## config.mk

```make
export PLATFORM = sky130hd
export DESIGN_NAME = frame_byte_packer
export DESIGN_NICKNAME = d
export VERILOG_FILES = /design/src/rtl/image_pkg.sv /design/src/rtl/frame_byte_packer.sv
export SDC_FILE = /design/constraint.sdc
export NUM_CORES = 1
export LEC_CHECK = 0
export BUFFER_PORTS_ARGS = -buffer_cell sky130_fd_sc_hd__buf_4
export CORE_UTILIZATION = 60
export CTS_CLUSTER_SIZE = 40
export DETAILED_ROUTE_END_ITERATION = 8
export PLACE_DENSITY = 0.82
export SYNTH_ARGS = -nofsm -noshare
export SYNTH_HDL_FRONTEND = slang
export SYNTH_SLANG_ARGS = --single-unit
```

## constraint.sdc

```tcl
create_clock -name clk -period 4.7 [get_ports clk]
set_input_delay 0.47 -clock clk [delete_from_list [all_inputs] [get_ports clk]]
set_output_delay 0.47 -clock clk [all_outputs]
set_load 0.05 [all_outputs]
```

## src/rtl/image_pkg.sv

```systemverilog
// rtl/image_pkg.sv - shared types and constants for the image byte-packing path
package image_pkg;

  localparam int PIX_W = 12;
  localparam logic [7:0] HEADER_BYTE_DEFAULT  = 8'hA5;
  localparam logic [7:0] TRAILER_BYTE_DEFAULT = 8'h5A;

  typedef enum logic [2:0] {
    IDLE, HDR, GET_A, GET_B, B0, B1, B2, TRL
  } packer_state_t;

endpackage

```

## src/rtl/frame_byte_packer.sv

```systemverilog
// rtl/frame_byte_packer.sv - packs 12-bit pixel pairs into a framed byte stream
module frame_byte_packer
  import image_pkg::*;
#(
  parameter int         FRAME_PIXELS = 76800,
  parameter int         CNT_W        = 17,
  parameter logic [7:0] HEADER_BYTE  = HEADER_BYTE_DEFAULT,
  parameter logic [7:0] TRAILER_BYTE = TRAILER_BYTE_DEFAULT
) (
  input  logic             clk,
  input  logic             reset,
  input  logic [PIX_W-1:0] pix_data,
  input  logic             pix_sop,
  input  logic             pix_eop,
  input  logic             pix_valid,
  output logic             pix_ready,
  output logic [7:0]       byte_data,
  output logic             byte_valid,
  input  logic             byte_ready,
  output logic             frame_recieved,
  output logic             frame_error
);

  localparam logic [CNT_W-1:0] FRAME_CNT = CNT_W'(FRAME_PIXELS);

  packer_state_t    state, state_nxt;
  logic [PIX_W-1:0] pa, pb, pa_nxt, pb_nxt;
  logic [CNT_W-1:0] cnt, cnt_nxt, cnt_inc;
  logic             last, last_nxt;
  logic             recv_nxt, err_nxt;
  logic             pix_xfer, byte_xfer;

  assign pix_xfer  = pix_valid & pix_ready;
  assign byte_xfer = byte_valid & byte_ready;
  assign cnt_inc   = (&cnt) ? cnt : cnt + 1'b1;

  // Outputs depend only on registered state, so pix_* never reaches byte_* combinationally
  always_comb begin
    pix_ready  = 1'b0;
    byte_valid = 1'b0;
    byte_data  = 8'h00;
    case (state)
      IDLE, GET_A, GET_B: pix_ready = 1'b1;
      HDR: begin byte_valid = 1'b1; byte_data = HEADER_BYTE; end
      B0:  begin byte_valid = 1'b1; byte_data = pa[11:4]; end
      B1:  begin byte_valid = 1'b1; byte_data = {pa[3:0], pb[11:8]}; end
      B2:  begin byte_valid = 1'b1; byte_data = pb[7:0]; end
      TRL: begin byte_valid = 1'b1; byte_data = TRAILER_BYTE; end
      default: ;
    endcase
  end

  always_comb begin
    state_nxt = state;
    pa_nxt    = pa;
    pb_nxt    = pb;
    cnt_nxt   = cnt;
    last_nxt  = last;
    recv_nxt  = 1'b0;
    err_nxt   = 1'b0;
    if (pix_xfer && pix_sop) begin
      // A sop outside IDLE abandons the frame in flight without a trailer
      err_nxt   = (state != IDLE);
      pa_nxt    = pix_data;
      cnt_nxt   = CNT_W'(1);
      last_nxt  = pix_eop;
      if (pix_eop) pb_nxt = '0;
      state_nxt = HDR;
    end else begin
      case (state)
        HDR: if (byte_xfer) state_nxt = last ? B0 : GET_B;
        GET_A: if (pix_xfer) begin
          pa_nxt  = pix_data;
          cnt_nxt = cnt_inc;
          if (pix_eop) begin
            pb_nxt    = '0;
            last_nxt  = 1'b1;
            state_nxt = B0;
          end else begin
            state_nxt = GET_B;
          end
        end
        GET_B: if (pix_xfer) begin
          pb_nxt    = pix_data;
          cnt_nxt   = cnt_inc;
          last_nxt  = pix_eop;
          state_nxt = B0;
        end
        B0: if (byte_xfer) state_nxt = B1;
        B1: if (byte_xfer) state_nxt = B2;
        B2: if (byte_xfer) state_nxt = last ? TRL : GET_A;
        TRL: if (byte_xfer) begin
          recv_nxt  = 1'b1;
          err_nxt   = (cnt != FRAME_CNT);
          state_nxt = IDLE;
        end
        default: ;
      endcase
    end
  end

  always_ff @(posedge clk) begin
    if (reset) begin
      state          <= IDLE;
      pa             <= '0;
      pb             <= '0;
      cnt            <= '0;
      last           <= 1'b0;
      frame_recieved <= 1'b0;
      frame_error    <= 1'b0;
    end else begin
      state          <= state_nxt;
      pa             <= pa_nxt;
      pb             <= pb_nxt;
      cnt            <= cnt_nxt;
      last           <= last_nxt;
      frame_recieved <= recv_nxt;
      frame_error    <= err_nxt;
    end
  end

endmodule

```

==> run summary <==
Status -> finished, final reports clean
Comb pwr share -> 0.359
# placed instances -> 367
Vias -> 2,289
Leak pwr -> 1.02 nW
CP Class -> flip-flop to output pin
Crit end category -> output pin
Slew HR -> 0.390
Number of global-route vias before repair -> 2,030
Non-filler cells, final -> 375
CTS tree -> yes
Final ANT Viol Nets -> 0
Rows -> 23
First-pass iteration count of the detailed router -> 4
Syn_nets -> 330
Setup Skew -> 0.0103 ns
Final #Nets -> 349
I/O Buffers -> 29
Synth warn -> 0
Fin Hold WS -> 0.364 ns
Clk sinks -> 47
HP Class -> input port to flip-flop
Setup WS post-layout -> 1.85 ns
Max_cap viols -> 0
Synthesis-to-finish area growth -> 12.6%
RSZ-0062 raised after global routing -> false
Mapped Area -> 2520 µm²
Remaining DRCs -> 0
Area of the multi-input gates -> 1470 µm²
Placed Instance Area -> 2740 µm²
Slew Viols, Final -> 0
Ys flop type -> dfxtp_1
Die height -> 66.9 µm
Total CTS buffers -> 5
Die width -> 66.9 µm
Setup tns final -> 0 ns
CTS clock-pin slew for the worst setup and hold paths -> 0.08 ns
Hold_sp -> pix_data[6]
Final Setup Violations -> 0
H-tree lvl count -> 2
Hold violation count in the final report -> 0
Total die area -> 4470 µm²
Peak Freq -> 351 MHz
Core area -> 4030 µm²
Worst Path Arrival -> 2.38 ns
Clock power share -> 0.228
Switching Share -> 0.383
Register area share after synthesis -> 0.373
Reg area -> 941 µm²
GRT Overall Usage -> 0.282
Initial antenna violation count -> 0
First-pass GRT wire length -> 9470 µm
Post-CTS resize count -> 0
Yosys reg bits -> 47
Total I/O pin count -> 30
Fillers -> 347
Tmin final -> 2.85 ns
Clock buffer depth -> 2
Power Density -> 413 nW/µm²
Crit share post-route -> 0.607
Syn Area/Cell -> 8.28 µm²
Via density -> 6.10
P_sw -> 451 µW
Least-Margin Pin Slew -> 0.915 ns
Reg2Reg Launch Point -> cnt[0]$_SDFFE_PP0P_
Crit path launch -> state[1]$_SDFFE_PP0P_
Skew-Pair Late Insertion Delay -> 0.31 ns
DR WL/cell -> 15.2 µm
CP Launch Type -> flip-flop
Worst VDD drop -> 0.220 mV
RePlAce Congestion -> 0.853
Largest net degree at the start of global routing -> 33
Hold Buf Count CTS -> 0
Root Buffer -> clkbuf_8
Number of synthesized flops with an enable pin -> 0
Initial Utilization -> 0.627
Worst Path Required -> 4.23 ns
Detailed placer's ending HPWL -> 3920 µm
# diodes -> 0
Grt ovf -> 0
Post-synth ARST share -> 0
Synth Instances -> 305
Share of power burned in registers -> 0.413
Synth cell types -> 54
Initial drt markers -> 208
Share of post-route cells with drive strength above 1 -> 0.160
Pre-CTS setup slack -> 2.06 ns
WL final -> 5700 µm
Worst-path fanout max -> 17
Post-CTS setup buffers -> 0
Cell-internal power -> 725 µW
Cell area after layout -> 2840 µm²
## worst paths after layout
check / slack (ns) / depth (start not counted) / endpoint
setup / recovery: 1.85 / 6 / byte_data[4]
hold / removal: 0.36 / 3 / pb[6]$_SDFFE_PP0P_
setup reg to reg: 2.06 / 9 / cnt[11]$_SDFFE_PP0P_
hold reg to reg: 0.48 / 2 / pb[5]$_SDFFE_PP0P_
## power groups by stage
stage	logic [mW]	registers, mW	clock network (mW)
CTS	0.422	0.483	0.273
detailed placement	0.419	0.492	0
floorplan	0.349	0.460	0
global placement	0.414	0.491	0
finish	0.422	0.485	0.268
global route	0.458	0.493	0.283
## stage by stage
step	util	total power, mW
after floorplan	-	0.809
after global placement	0.681	0.905
after detailed placement	0.681	0.911
after CTS	0.706	1.18
after global routing	0.706	1.23
final	0.706	1.18
## metal layers
layer  vias up  track usage  wire (µm)
met5         -            0          0
met3         9       0.0411        387
met1      1068        0.399       2630
li1       1131            -          -
met4         0        0.122         95
met2        81        0.420       2590
## flip-flops by register name (all words and copies together) (netlist names)
| name | count |
|---|---|
| pb | 12 |
| pa | 12 |
| frame_recieved | 1 |
| frame_error | 1 |
| last | 1 |
| cnt | 17 |
| state | 3 |
## cells in the final DEF (no fill, tap or decap), types with 5 or more instances in the layout
cell       n
dfxtp_1   47
buf_4     32
nor2_1    30
nand2_1   30
o21ai_0   23
nand2b_1  22
mux2i_1   16
a21oi_1   12
inv_1      8
nand3_1    8
nand4_1    7
ha_1       7
clkbuf_8   7
nor4_1     5
## cell type report
type | instances | share of cell area
Clock buffer | 8 | 0.0352
Inverter | 9 | 0.0119
Multi-Input combinational cell | 229 | 0.516
Sequential cell | 47 | 0.331
Tap cell | 50 | 0.0220
Timing Repair Buffer | 32 | 0.0845
## cells by family (layout without fill, tap and decap cells)
logic type      Yosys count  after routing  share of synthesized area
simple gates            128            128                      0.266
fa+ha+maj                 7              7                     0.0347
buf+inv                  29             49                     0.0491
xor+xnor                  5              5                     0.0173
compound gates           69             69                      0.179
flops                    47             47                      0.373
mux                      20             20                     0.0813
## cell usage after synthesis (4+ instances only)
library cell	instances	share of area
nand2_1	30	0.045
inv_1	8	0.012
ha_1	7	0.035
mux2i_1	16	0.063
o22ai_1	4	0.0099
nand3_1	8	0.016
nor4_1	5	0.012
clkbuf_1	10	0.015
a21oi_1	12	0.024
o21ai_0	23	0.046
or3_1	4	0.0099
o41ai_1	4	0.014
buf_2	8	0.016
mux2_2	4	0.018
dfxtp_1	47	0.37
nand2b_1	22	0.055
o311ai_0	4	0.014
nor2_1	30	0.045
nand4_1	7	0.017
nor2b_1	4	0.0099
## critical path, cell delays in order, from the launching register on
cell and delay [ns]:
dfxtp_1 0.57, buf_4 0.30, inv_1 0.12, ha_1 0.24, o21ai_0 0.52, nor2_1 0.11
buf_4 0.21
Note: power is estimated with default switching activity, not from simulation.
